[src/rtl/keypad_pkg.sv]
// Shared types and constants for the 4x4 keypad scanner: FSM states,
// the row/column-to-key-code map and the column priority encoder.
package keypad_pkg;

  typedef enum logic [1:0] {SCAN, DEBOUNCE, HELD, RELEASE} kp_state_t;

  // Indexed as KEYMAP[row][col]; element [0][0] sits in the MSBs.
  localparam logic [0:3][0:3][3:0] KEYMAP = {
    4'h1, 4'h2, 4'h3, 4'hA,
    4'h4, 4'h5, 4'h6, 4'hB,
    4'h7, 4'h8, 4'h9, 4'hC,
    4'hE, 4'h0, 4'hF, 4'hD
  };

  function automatic logic [1:0] lowest_col(input logic [3:0] c);
    logic [1:0] idx;
    if (c[0])      idx = 2'd0;
    else if (c[1]) idx = 2'd1;
    else if (c[2]) idx = 2'd2;
    else           idx = 2'd3;
    return idx;
  endfunction

endpackage

[src/rtl/tick_counter.sv]
// Clear/enable up-counter with a terminal-count flag at N-1.
// Clear has priority over enable; callers clear it before it passes N-1.
module tick_counter #(
  parameter int N = 4,
  parameter int W = 2
) (
  input  logic clk,
  input  logic reset,
  input  logic i_clr,
  input  logic i_en,
  output logic o_tc
);

  logic [W-1:0] r_count;

  always_ff @(posedge clk) begin
    if (reset || i_clr) begin
      r_count <= '0;
    end else if (i_en) begin
      r_count <= r_count + 1'b1;
    end
  end

  assign o_tc = (r_count == W'(N - 1));

endmodule

[src/rtl/keypad_scan_debounce.sv]
// 4x4 keypad row scanner with press/release debounce; emits a one-cycle
// newNum strobe and a held key code for every accepted press.
module keypad_scan_debounce
  import keypad_pkg::*;
#(
  parameter int SCAN_TICKS     = 4,
  parameter int DEBOUNCE_TICKS = 20
) (
  input  logic       clk,
  input  logic       reset,
  input  logic [3:0] cols,
  output logic [3:0] rows,
  output logic       newNum,
  output logic [3:0] num,
  output logic       scanning,
  output logic       waiting
);

  localparam int MAX_T = (SCAN_TICKS > DEBOUNCE_TICKS) ? SCAN_TICKS : DEBOUNCE_TICKS;
  localparam int CNT_W = (MAX_T > 1) ? $clog2(MAX_T) : 1;

  kp_state_t  r_state;
  logic [1:0] r_row_idx;
  logic [1:0] r_col_idx;
  logic [3:0] r_rows;
  logic       r_new_num;
  logic [3:0] r_num;
  logic       r_scanning;
  logic       r_waiting;

  kp_state_t  w_state_next;
  logic [1:0] w_row_next;
  logic [1:0] w_col_next;
  logic       w_strobe;
  logic       w_scan_clr;
  logic       w_scan_en;
  logic       w_scan_tc;
  logic       w_deb_clr;
  logic       w_deb_en;
  logic       w_deb_tc;
  logic       w_key_bit;

  tick_counter #(.N(SCAN_TICKS), .W(CNT_W)) u_scan_cnt (
    .clk   (clk),
    .reset (reset),
    .i_clr (w_scan_clr),
    .i_en  (w_scan_en),
    .o_tc  (w_scan_tc)
  );

  tick_counter #(.N(DEBOUNCE_TICKS), .W(CNT_W)) u_deb_cnt (
    .clk   (clk),
    .reset (reset),
    .i_clr (w_deb_clr),
    .i_en  (w_deb_en),
    .o_tc  (w_deb_tc)
  );

  // Rows are frozen outside SCAN, so this bit always belongs to the latched key.
  assign w_key_bit = cols[r_col_idx];

  always_comb begin
    w_state_next = r_state;
    w_row_next   = r_row_idx;
    w_col_next   = r_col_idx;
    w_strobe     = 1'b0;
    w_scan_clr   = 1'b1;
    w_scan_en    = 1'b0;
    w_deb_clr    = 1'b1;
    w_deb_en     = 1'b0;
    case (r_state)
      SCAN: begin
        if (cols != 4'b0000) begin
          w_col_next   = lowest_col(cols);
          w_state_next = DEBOUNCE;
        end else if (w_scan_tc) begin
          w_row_next = r_row_idx + 2'd1;
        end else begin
          w_scan_clr = 1'b0;
          w_scan_en  = 1'b1;
        end
      end
      DEBOUNCE: begin
        if (!w_key_bit) begin
          w_state_next = SCAN;
        end else if (w_deb_tc) begin
          w_strobe     = 1'b1;
          w_state_next = HELD;
        end else begin
          w_deb_clr = 1'b0;
          w_deb_en  = 1'b1;
        end
      end
      HELD: begin
        if (!w_key_bit) begin
          w_state_next = RELEASE;
        end
      end
      RELEASE: begin
        if (w_key_bit) begin
          w_state_next = HELD;
        end else if (w_deb_tc) begin
          w_state_next = SCAN;
          w_row_next   = r_row_idx + 2'd1;
        end else begin
          w_deb_clr = 1'b0;
          w_deb_en  = 1'b1;
        end
      end
      default: begin
        w_state_next = SCAN;
      end
    endcase
  end

  always_ff @(posedge clk) begin
    if (reset) begin
      r_state    <= SCAN;
      r_row_idx  <= 2'd0;
      r_col_idx  <= 2'd0;
      r_rows     <= 4'b0001;
      r_new_num  <= 1'b0;
      r_num      <= 4'h0;
      r_scanning <= 1'b1;
      r_waiting  <= 1'b0;
    end else begin
      r_state    <= w_state_next;
      r_row_idx  <= w_row_next;
      r_col_idx  <= w_col_next;
      r_rows     <= 4'b0001 << w_row_next;
      r_new_num  <= w_strobe;
      if (w_strobe) begin
        r_num <= KEYMAP[r_row_idx][r_col_idx];
      end
      r_scanning <= (w_state_next == SCAN);
      r_waiting  <= (w_state_next == HELD) || (w_state_next == RELEASE);
    end
  end

  assign rows     = r_rows;
  assign newNum   = r_new_num;
  assign num      = r_num;
  assign scanning = r_scanning;
  assign waiting  = r_waiting;

endmodule
[config.mk]
export PLATFORM = sky130hd
export DESIGN_NAME = keypad_scan_debounce
export DESIGN_NICKNAME = d
export VERILOG_FILES = /design/src/rtl/keypad_pkg.sv /design/src/rtl/tick_counter.sv /design/src/rtl/keypad_scan_debounce.sv
export SDC_FILE = /design/constraint.sdc
export NUM_CORES = 1
export LEC_CHECK = 0
export BUFFER_PORTS_ARGS = -buffer_cell sky130_fd_sc_hd__buf_2
export CAP_MARGIN = 15
export CELL_PAD_IN_SITES_DETAIL_PLACEMENT = 1
export CELL_PAD_IN_SITES_GLOBAL_PLACEMENT = 2
export CORE_AREA = 2 2 70 72
export DETAILED_ROUTE_END_ITERATION = 8
export DIE_AREA = 0 0 72 74
export PLACE_DENSITY = 0.71
export RECOVER_POWER = 50
export SYNTH_ARGS = -nofsm -noshare
export SYNTH_HDL_FRONTEND = slang
export SYNTH_SLANG_ARGS = --single-unit
[constraint.sdc]
create_clock -name clk -period 2.33 [get_ports clk]
set_clock_uncertainty 0.2 [all_clocks]
set_input_delay 0.699 -clock clk [delete_from_list [all_inputs] [get_ports clk]]
set_output_delay 0.699 -clock clk [all_outputs]
set_load 0.005 [all_outputs]
* Word level (Yosys, flattened, before mapping)
Cells that the tools add are included.
Word-level totals: bits in registers 27
Operators by class: add/sub/neg operators 3, $lt $le $gt $ge 3, equal/unequal tests 7, shifts and indexed selects 1, muxes and demuxes 39, bitwise logic cells 2, reduce and logical (&&, ||, !) cells 7
Operator list (number):
- $bmux W16 S2 | 1
- $mux W16 | 2
- $mux W2 | 12
- $mux W1 | 16
- $add A5 B1 Y5 const B | 2
- $bmux W4 S2 | 1
- $eq A2 B2 Y1 const B | 4
- $mux W4 | 2
- $pmux W2 S4 | 1
- $ge A3 B3 Y1 const B | 2
- $not A2 Y3 | 2
- $eq A5 B2 Y1 const B | 1
- $eq A5 B5 Y1 const B | 1
- $logic_not A2 Y1 | 2
- $pmux W1 S2 | 2
- $pmux W2 S2 | 1
- $reduce_bool A4 Y1 | 1
- $shl A1 B2 Y4 const A | 1
- $logic_or A1 B1 Y1 | 3
- $lt A2 B3 Y1 const B | 1
- $add A2 B1 Y2 const B | 1
- $bmux W1 S2 | 1
- $eq A2 B1 Y1 const B | 1
- $reduce_and A2 Y1 | 1

* Logic depth before layout (Yosys ltp)
Gate-level depths: netlist of run 1.
word-level depth 7, gate-level depth with buffers 8

* Cells and area by module
Synthesis of run 1 repeated with hierarchy kept, for this count alone.
Unflattened totals: cells, all modules 171, area, all modules 1645.3 µm²
By module, submodules not included:
- keypad_scan_debounce | instances 1, cells each 123, area each 1148.6 µm², seq. area each 340.3 µm²
- tick_counter (u_deb_cnt) | instances 1, cells each 24, area each 249.0 µm², seq. area each 100.1 µm²
- tick_counter (u_scan_cnt) | instances 1, cells each 24, area each 247.7 µm², seq. area each 100.1 µm²

* Worst setup path before layout of run 1
No wires, ideal clock.
path type input to register, start point input cols[3], end point register r_rows[1] (netlist: rows[1]), library setup time 131 ps, arrival time 2056 ps, data required time 1999 ps, path slack -57 ps, stages 5, cells stage by stage mux4_2 > or3_1 > a21oi_4 > a21oi_1 > nor3b_2
On the way: word-level cells in the longest chain between the ends 5, elaborated cells on any way between the ends 7
RTL lines:
- start, declared | line keypad_scan_debounce.sv:11 | input logic [3:0] cols,
- $bmux W1 S2 | line keypad_scan_debounce.sv:60 | assign w_key_bit = cols[r_col_idx];
- $mux W1 (not written as such) | line keypad_scan_debounce.sv:60
- $mux W2 | line keypad_scan_debounce.sv:100 | if (w_key_bit) begin
- $pmux W2 S2 * | line keypad_scan_debounce.sv:71 | case (r_state)
- $shl A1 B2 Y4 * | line keypad_scan_debounce.sv:130 | r_rows <= 4'b0001 << w_row_next;
- end signal, assigned | line keypad_scan_debounce.sv:130
- end, declared | line keypad_scan_debounce.sv:25 | logic [3:0] r_rows;
Every way passes the cells marked *; elsewhere a longest branch is shown, timed or not. The select of a mux whose other input is x is not followed. A chain may end at the register's enable or synchronous reset.

* Worst setup path in the final report of run 1
start point input cols[2], end point register r_rows[2] (netlist: rows[2])
The elaborated chain is that of the path after synthesis.

==> results of run 1 <==
## through the flow
| step | total power, uW | util (%) | TNS (ns) | cell area [um2] |
|---|---|---|---|---|
| after floorplan | 563.5 | - | -0.03401 | 1420 |
| after global placement | 622.8 | 36.19 | -1.859 | 1664 |
| after detailed placement | 630.0 | 36.19 | -2.099 | 1664 |
| after CTS | 922.7 | 37.39 | 0 | 1719 |
| after global routing | 960.2 | 38.07 | -0.01274 | 1750 |
| final | 908.5 | 38.07 | 0 | 1750 |
## sequential cells by signal, summed over array words and instances (netlist names)
| register | flops |
|---|---|
| newNum | 1 |
| num | 4 |
| r_row_idx | 2 |
| r_col_idx | 2 |
| scanning | 1 |
| u_deb_cnt.r_count | 5 |
| u_scan_cnt.r_count | 5 |
| r_state | 2 |
| rows | 4 |
## where the power goes
part	total (uW)	switching, uW	internal, uW
Clock	289	138	151
Combinational	152	82.7	69.8
Sequential	467	10.6	456
## area by class of cell
class | count | area share, %
Inverter | 10 | 2.144
Timing Repair Buffer | 34 | 11.79
Sequential cell | 26 | 29.88
Clock buffer | 4 | 3.145
Tap cell | 54 | 3.860
Multi-Input combinational cell | 110 | 49.18
## layer usage
layer | track usage, % | vias to the layer above | wire, um
met5 | 0 | - | 0
met4 | 5.870 | 0 | 22
met3 | 2.168 | 2 | 92
met2 | 24.28 | 13 | 1696
met1 | 17.66 | 595 | 1605
li1 | - | 610 | -
## cell usage in the layout (no fill, tap or decap), drive strengths merged, types with 4 or more instances in the layout
master and n:
a21oi 10, buf 26, ha 12, nand2 4, mux2i 4, a211oi 5
o21ai 7, nor2 19, xor2 4, dfxtp 26, clkbuf 12, and3 4
inv 10, nand3 6
## final timing paths
| path | start | endpoint | slack (ns) |
|---|---|---|---|
| setup reg to reg | u_deb_cnt.r_count[0] | rows[2] | 0.09 |
| hold / removal | u_scan_cnt.r_count[0] | u_scan_cnt.r_count[0] | 0.27 |
| setup / recovery | cols[2] | rows[2] | 0.04 |
| hold reg to reg | u_scan_cnt.r_count[0] | u_scan_cnt.r_count[0] | 0.27 |
## critical path, delay by kind of cell
kind	cells	cell delay, ns
buf+inv	2	0.25
simple gates	2	0.46
mux	1	0.55
compound gates	2	0.29
## cells by family (layout without fill, tap and decap cells)
kind of cell | after synthesis | count (layout) | share of synthesized area, %
flip-flops | 26 | 26 | 36.78
buffers and inverters | 16 | 48 | 4.863
adder cells (fa/ha/maj) | 12 | 12 | 10.61
AND/OR/NAND/NOR | 49 | 49 | 19.54
multiplexers | 7 | 7 | 6.277
XOR/XNOR | 6 | 6 | 3.713
AO/OA/AOI/OAI | 36 | 36 | 18.21
## repair_timing
item,CTS,global route
setup endpoints to repair,0,6
resized for setup,0,10
buffers inserted,0,1
==> results by group, run 1 <==
Power
  • Power per standard cell area: 519.0 nW/um2
  • Leakage: approximately 0.0007 uW
  • Peak supply drop: 0.1714 mV

Detailed routing
  • Wire per inst: 14.35 um
  • Vias per inst: slightly above 5
  • Routed wire length: 3416 um
  • 1st-iter DRT viols: 37
  • DRC viols: 0
  • Pre-Repair DR Iteration Count: 4
  • Final ANT Viol Nets: 0
  • Via count: approximately 1200

Global routing
  • Gr usage total: 14.08%
  • Largest net degree at the start of global routing: 15
  • Grt ovf: 0
  • Initial antenna violation count: 0
  • First-pass GRT wire length: 5899 um
  • Vias in the first global route: 1283

Worst setup path
  • CP required: 2.28 ns
  • Crit Path Max Fanout: 6
  • Crit path DAT: 2.24 ns
  • Setup CP Type: in2reg
  • CP startpoint kind: input pin
  • Critical Path End Type: flip-flop
  • CP max stage delay: 0.55 ns
  • Slowest CP cell: mux4_2
  • Worst-path cell chain: buf_2, mux4_2, or3_4, a21oi_4, buf_6, or3b_1, a21oi_1
  • Worst r2r path cells: 7

Hold path
  • Type of the most critical hold path: reg2reg
  • Worst hold path depth: 1

Layout
  • Fill count: 545
  • Syn-to-layout area delta: 23.70%
  • Fin cells: 238
  • FF+latch area: 523.0 um2
  • Final net count: about 200
  • Multi-input logic area: ~860 um2
  • Layout cells sized above 1: 28.80%
  • Diode count: 0

Die
  • Io pins: 17
  • Cell row count: 25
  • Die height: 74 um
  • Starting Density: 30.78%
  • Core ar.: 4598 um2
  • DIE AREA: 5328 um2
  • Die W: 72 um

Logic synthesis
  • Synthesized area: between 1000 and 1500 um2
  • Count leader, synth: dfxtp_1
  • Synth top area cells: dfxtp_1, ha_1, nor2_1
  • Main synth FF type: dfxtp_1
  • Seq/Total Area, Yosys: a little under two fifths
  • Async set-reset flop share out of synthesis: 0%
  • Ys Warns: 0
  • Yosys cell types: 49
  • Mean Syn Cell Area: 9.310 um2
  • Synth top cells by count: dfxtp_1, nor2_1, ha_1
  • Post-synth top area share: 36.78%
  • Syn nets: 170
  • Post-synth EDFFs: 0
  • Area leader, netlist: dfxtp_1
  • Gate count of the mapped netlist: ~150
  • #FFs+latches synth: 26

Timing
  • Tcrit/Tclk final: about 98%
  • Final worst setup slack: 0.03955 ns
  • Pins Over Slew Limit: 0
  • Tmin final: 2.290 ns
  • Final setup violating endpoints: 0
  • Fmax: 0.4366 GHz
  • Min Hold Slack: 0.2665 ns
  • Least-Margin Pin Slew: 0.4033 ns
  • Hold Fails Final Rpt: 0
  • Slew headroom: 73.08%

Clocking
  • CTS tree: built
  • H-tree depth: 1
  • Clock Tree Buf Depth: 2
  • CTS Hold Bufs: 0
  • CTS Buf Count: 3
  • Clk pin slew, worst setup/hold paths: about 0.09 ns
  • Clk sinks: 26
  • Root Driver: clkbuf_8
  • Clock latency on the worst-skew pair: 0.27 ns

Placement
  • Cell count after placement: 233
  • Hpwl dp: 2644 um
  • DP Worst Slack: -0.2148 ns
  • Routability-driven placement congestion ratio: 0.7763
  • Port Buf Inserts: 16

Flow run
  • Max-Cap Viols: 0

Run status
  • Status: completed
No activity file was read; power rests on OpenSTA's default activity.
==> run 2, diff against run 1 <==
--- a/config.mk
+++ b/config.mk
@@ -9,11 +9,13 @@
 export CAP_MARGIN = 15
 export CELL_PAD_IN_SITES_DETAIL_PLACEMENT = 1
 export CELL_PAD_IN_SITES_GLOBAL_PLACEMENT = 2
-export CORE_AREA = 2 2 70 72
+export CORE_AREA = 2 2 74 76
+export CTS_CLUSTER_SIZE = 24
 export DETAILED_ROUTE_END_ITERATION = 8
-export DIE_AREA = 0 0 72 74
-export PLACE_DENSITY = 0.71
+export DIE_AREA = 0 0 76 78
+export PLACE_DENSITY_LB_ADDON = 0.25
 export RECOVER_POWER = 50
 export SYNTH_ARGS = -nofsm -noshare
 export SYNTH_HDL_FRONTEND = slang
+export SYNTH_HIERARCHICAL = 1
 export SYNTH_SLANG_ARGS = --single-unit
==> results by group, run 2 <==
Clocking
  • Clock Tree Buf Depth: 2 (unchanged)
  • H-tree depth: 1 (unchanged)
  • Clock latency on the worst-skew pair: 0.28 ns (about the same)
  • Clk sinks: 27 (+3.8%)
  • CTS Buf Count: 3 (unchanged)
  • Clk pin slew, worst setup/hold paths: 0.10 ns (about the same)
  • Root Driver: clkbuf_8
  • CTS tree: built
  • Setup Fix Bufs, Post-CTS: 0 (unchanged)

Worst setup path
  • Crit Path Max Fanout: 7 (+1)
  • Slowest CP cell: mux4_2
  • R2r setup slk: 0.15 ns (+0.06 ns)
  • CP max stage delay: 0.54 ns (about the same)
  • Setup CP Type: in2reg
  • CP startpoint kind: input pin
  • CP required: 2.28 ns (about the same)
  • Critical Path End Type: flip-flop
  • Worst-path cell chain: buf_2, mux4_2, and2_4, buf_4, nand2_1, mux2i_1, nor2_1
  • Crit path DAT: 2.22 ns (-0.02 ns)

Logic synthesis
  • Syn nets: 189 (+11%)
  • Ys Warns: 6 (+6)
  • Post-synth EDFFs: 0 (unchanged)
  • Gate count of the mapped netlist: 171 (+13%)
  • Main synth FF type: dfxtp_1
  • Post-synth top area share: 32.85% (-3.9 points)
  • Count leader, synth: dfxtp_1
  • Synth top cells by count: dfxtp_1, nor2_1, ha_1
  • Seq/Total Area, Yosys: 32.85% (-3.9 points)
  • Area leader, netlist: dfxtp_1
  • Yosys cell types: 49 (unchanged)
  • Synth top area cells: dfxtp_1, ha_1, mux2i_1
  • Synthesized area: 1645 um2 (+16%)
  • Mean Syn Cell Area: 9.622 um2 (+3.4%)
  • Async set-reset flop share out of synthesis: 0% (unchanged)
  • #FFs+latches synth: 27 (+3.8%)

Layout
  • Diode count: 0 (unchanged)
  • Largest regs: u_deb_cnt/r_count x5, u_scan_cnt/r_count x5
  • FF+latch area: 543.0 um2 (+3.8%)
  • Layout cells sized above 1: 32.37% (+3.6 points)
  • Syn-to-layout area delta: 22.51%
  • Commonest non-fill, non-tap cell in the layout: dfxtp_1
  • Most frequent cells in the layout: dfxtp_1, buf_4, nor2_1, ha_1
  • Final net count: 226 (+11%)
  • Multi-input logic area: 1071 um2 (+24%)
  • Fill count: 597 (+9.5%)
  • Final Core Density: 39.98% (+1.9 points)

Detailed routing
  • Routed wire length: 3892 um (+14%)
  • Wire per inst: 14.05 um (-2.1%)
  • Pre-Repair DR Iteration Count: 4 (unchanged)
  • Via count: 1357 (+11%)
  • Top layer in use: met4
  • WL met2: 2125 um (+25%)
  • Vias per inst: 4.899 (-4.4%)
  • Final ANT Viol Nets: 0 (unchanged)
  • 1st-iter DRT viols: 23 (-38%)
  • Met3 Wirelength: 71 um (-23%)
  • DRC viols: 0 (unchanged)
  • Met1 Wirelength: 1662 um (+3.6%)

Global routing
  • Gr usage total: 14.06% (-0.022 points)
  • Grt ovf: 0 (unchanged)
  • First-pass GRT wire length: 6762 um (+15%)
  • Vias in the first global route: 1445 (+13%)
  • Largest net degree at the start of global routing: 27 (+12)
  • Initial antenna violation count: 0 (unchanged)

Timing
  • Least-Margin Pin Slew: 0.4967 ns (+0.09348 ns)
  • Tmin final: 2.266 ns (-0.02403 ns)
  • Fmax: 0.4412 GHz (+1.1%)
  • Min Hold Slack: 0.2612 ns (-0.005290 ns)
  • Hold Fails Final Rpt: 0 (unchanged)
  • TNS Setup: 0 ns (unchanged)
  • Tcrit/Tclk final: 97.27% (-1.0 points)
  • Slew headroom: 66.88% (-6.2 points)
  • Final setup violating endpoints: 0 (unchanged)
  • Pins Over Slew Limit: 0 (unchanged)

Die
  • Io pins: 17 (unchanged)
  • Die W: 76 um (+5.6%)
  • Cell row count: 26 (+4.0%)
  • Core ar.: 5042 um2 (+9.7%)
  • DIE AREA: 5928 um2 (+11%)
  • Starting Density: 32.63% (+1.9 points)
  • Die height: 78 um (+5.4%)

Run status
  • Status: completed

Placement
  • Routability-driven placement congestion ratio: 0.7597 (-2.1%)
  • Port Buf Inserts: 16 (unchanged)
  • Hpwl dp: 3079 um (+16%)

Power
  • Peak supply drop: 0.2331 mV (+36%)
  • Power per standard cell area: 604.9 nW/um2 (+17%)
  • Leakage: 0.0007665 uW (+11%)

Flow run
  • Max-Cap Viols: 0 (unchanged)

Hold path
  • Type of the most critical hold path: reg2reg
run 2: cells by family after synthesis:
family / synth area share [%]
compound gates: 17.72
xor+xnor: 1.065
fa+ha+maj: 9.125
buf+inv: 6.464
flops: 32.85
mux: 9.354
simple gates: 23.42
run 2: timing repair:
item | in CTS | in global routing
hold buffers | 0 | 0
pin swaps | 0 | 1
setup endpoints to repair | 3 | 6
resized for setup | 2 | 7
run 2: final timing paths:
path | depth (start not counted) | end | startpoint
setup reg to reg | 7 | rows[0] | u_deb_cnt/r_count[1]
setup / recovery | 7 | num[1] | cols[3]
hold reg to reg | 2 | num[2] | num[2]
hold / removal | 2 | num[2] | num[2]
run 2: layer usage:
layer,vias to the layer above,global-route usage (%)
met2,10,27.95
met3,4,2.093
met5,-,0
met1,656,15.64
li1,687,-
met4,0,3.273
run 2: worst max-delay path, delay by kind of cell:
kind	cells	cell delay, ns
simple gates	3	0.48
mux	2	0.77
buf+inv	2	0.26
run 2: where the power goes:
| group | switching (uW) | leakage [uW] | total, uW | internal [uW] |
|---|---|---|---|---|
| Sequential | 22.3 | 0.000220 | 516 | 494 |
| Combinational | 227 | 0.000525 | 419 | 193 |
| Clock | 162 | 0.0000217 | 283 | 122 |
run 2: metrics by stage:
stage	power (uW)	instances	cell area, um2	setup slack (ns)
6_report	1219	277	2016	0.06358
5_1_grt	1303	277	2016	-0.001764
3_3_place_gp	922.0	273	1932	-0.1596
2_1_floorplan	836.8	171	1675	-0.06548
3_5_place_dp	944.3	273	1932	-0.2322
4_1_cts	1238	277	1993	0.003958
run 2: cell type report:
class	instances	area share, %
inverters	6	1.117
well taps	70	4.345
flip-flops and latches	27	26.94
multi-input cells	131	53.13
repair buffers	39	12.04
clock buffers	3	2.048
clock inverters	1	0.3724
==> run 3, diff against run 2 <==
--- a/config.mk
+++ b/config.mk
@@ -8,11 +8,11 @@
 export BUFFER_PORTS_ARGS = -buffer_cell sky130_fd_sc_hd__buf_2
 export CAP_MARGIN = 15
 export CELL_PAD_IN_SITES_DETAIL_PLACEMENT = 1
-export CELL_PAD_IN_SITES_GLOBAL_PLACEMENT = 2
-export CORE_AREA = 2 2 74 76
+export CELL_PAD_IN_SITES_GLOBAL_PLACEMENT = 1
+export CORE_AREA = 2 2 67 69
 export CTS_CLUSTER_SIZE = 24
 export DETAILED_ROUTE_END_ITERATION = 8
-export DIE_AREA = 0 0 76 78
+export DIE_AREA = 0 0 69 71
 export PLACE_DENSITY_LB_ADDON = 0.25
 export RECOVER_POWER = 50
 export SYNTH_ARGS = -nofsm -noshare
==> results by group, run 3 (same netlist as run 2, synthesis figures left out) <==
Global routing
  • Initial antenna violation count: 0 (unchanged)
  • Vias in the first global route: 1462 (+1.2%)
  • Largest net degree at the start of global routing: 27 (unchanged)
  • First-pass GRT wire length: 6644 um (-1.7%)
  • Grt ovf: 0 (unchanged)
  • Gr usage total: 16.73% (+2.7 points)

Layout
  • Most frequent cells in the layout: dfxtp_1, buf_4, nor2_1, ha_1
  • Final net count: 222 (-1.8%)
  • Diode count: 0 (unchanged)
  • Design Area, Final: 1974 um2 (-2.0%)
  • Final Core Density: 46.96% (+7.0 points)
  • Commonest non-fill, non-tap cell in the layout: dfxtp_1
  • Layout cells sized above 1: 33.00% (+0.64 points)
  • Largest regs: u_deb_cnt/r_count x5, u_scan_cnt/r_count x5
  • Syn-to-layout area delta: 20.00%

Power
  • Post-route total power: 1206 uW (-1.1%)
  • Power per standard cell area: 610.8 nW/um2 (+0.98%)
  • Clock share of power: 22.8% (-0.4 points)
  • Net switching power of the design: 401.6 uW (-2.3%)
  • Peak supply drop: 0.2859 mV (+23%)
  • Combinational group share of total power: 33.6% (-0.8 points)
  • Leakage: 0.0007498 uW (-2.2%)
  • Switching part of the total: 33.30% (-0.41 points)
  • Internal power: 804.4 uW (-0.47%)
  • Seq pwr share: 43.6% (+1.2 points)

Die
  • DIE AREA: 4899 um2 (-17%)
  • Core ar.: 4204 um2 (-17%)
  • Die W: 69 um (-9.2%)
  • Die height: 71 um (-9.0%)
  • Io pins: 17 (unchanged)
  • Cell row count: 24 (-7.7%)
  • Starting Density: 39.14% (+6.5 points)

Detailed routing
  • Pre-Repair DR Iteration Count: 4 (unchanged)
  • Routed wire length: 4011 um (+3.1%)
  • Final ANT Viol Nets: 0 (unchanged)
  • 1st-iter DRT viols: 64 (+180%)
  • Via count: 1358 (+0.074%)
  • Vias per inst: 5.325 (+8.7%)
  • DRC viols: 0 (unchanged)
  • Wire per inst: 15.73 um (+12%)

Clocking
  • Clock latency on the worst-skew pair: 0.29 ns (about the same)
  • CTS Hold Bufs: 0 (unchanged)
  • H-tree depth: 1 (unchanged)
  • Clock Tree Buf Depth: 2 (unchanged)
  • Root Driver: clkbuf_8
  • CTS Buf Count: 3 (unchanged)
  • Clk sinks: 27 (unchanged)
  • Clk pin slew, worst setup/hold paths: 0.10 ns (about the same)
  • CTS tree: built

Placement
  • Port Buf Inserts: 16 (unchanged)
  • Placed Area: 1879 um2 (-2.7%)
  • Routability-driven placement congestion ratio: 0.6644 (-13%)
  • Hpwl dp: 3001 um (-2.5%)

Timing
  • Slew headroom: 67.34% (+0.46 points)
  • Tcrit/Tclk final: 96.06% (-1.2 points)
  • Hold Fails Final Rpt: 0 (unchanged)
  • Fmax: 0.4468 GHz (+1.3%)
  • Final setup violating endpoints: 0 (unchanged)
  • Tmin final: 2.238 ns (-0.02825 ns)
  • Pins Over Slew Limit: 0 (unchanged)
  • Least-Margin Pin Slew: 0.4898 ns (-0.006888 ns)
  • Min Hold Slack: 0.2653 ns (+0.004186 ns)

Worst setup path
  • Setup CP Type: in2reg
  • Critical Path End Type: flip-flop
  • CP required: 2.34 ns (+0.06 ns)
  • Crit Path Max Fanout: 5 (-2)
  • CP startpoint kind: input pin
  • Crit path DAT: 2.25 ns (+0.03 ns)

Run status
  • Status: completed

Flow run
  • Max-Cap Viols: 0 (unchanged)

Hold path
  • Type of the most critical hold path: reg2reg
[run 3: changes by cell type in the layout (fill, tap and decap cells not counted), sizes merged]
| cell | before | now |
|---|---|---|
| clkinv | 0 | 1 |
| clkbuf | 10 | 9 |
| buf | 32 | 29 |
| clkinvlp | 1 | 0 |
[run 3: critical path: stages]
cell	delay, ns
buf_2	0.13
mux4_2	0.54
nor3b_2	0.19
a21oi_1	0.06
or2_4	0.25
or2_4	0.27
nor2_1	0.11
[run 3: power by group through the flow]
| stage | combinational (uW) | clock, uW | sequential (uW) |
|---|---|---|---|
| after global placement | 375 | 0 | 531 |
| after detailed placement | 396 | 0 | 534 |
| after floorplan | 308 | 0 | 529 |
| after global routing | 450 | 308 | 531 |
| after CTS | 401 | 290 | 524 |
| final | 405 | 275 | 526 |
[run 3: layer usage]
metal | GRT usage (%) | vias to the layer above | part of all wire, %
met2 | 30.56 | 12 | 52
met4 | 6.536 | 0 | 1.5
met5 | 0 | - | 0
met3 | 2.707 | 5 | 1.7
li1 | - | 684 | -
met1 | 19.56 | 657 | 45
[run 3: through the flow]
| step | setup TNS [ns] | cells | setup slack [ns] |
|---|---|---|---|
| after global placement | -1.089 | 251 | -0.1384 |
| final | 0 | 255 | 0.09182 |
| after global routing | -0.002399 | 255 | -0.002399 |
| after CTS | 0 | 255 | 0.02915 |
| after detailed placement | -2.224 | 251 | -0.2476 |
| after floorplan | -0.1530 | 171 | -0.06548 |
[run 3: cell type report]
| type | instances | area, um2 |
|---|---|---|
| Timing Repair Buffer | 35 | 215.2 |
| Inverter | 6 | 22.52 |
| Clock buffer | 3 | 41.29 |
| Sequential cell | 27 | 544.3 |
| Clock inverter | 1 | 5.005 |
| Tap cell | 52 | 65.06 |
| Multi-Input combinational cell | 131 | 1081 |
| Fill cell | 518 | 2230 |
[run 3: repair_timing]
action	CTS	global route
pin swaps	1	1
gates resized for setup	1	11
setup buffers	0	0
hold endpoints to repair	0	0
setup endpoints to repair	4	8
[run 3: path summary, 6_finish.rpt]
path,end,from,depth (start not counted),slack (ns)
setup / recovery,u_deb_cnt/r_count[1],cols[3],7,0.09
setup reg to reg,rows[0],u_deb_cnt/r_count[1],7,0.12
hold reg to reg,num[2],num[2],2,0.27
hold / removal,num[2],num[2],2,0.27
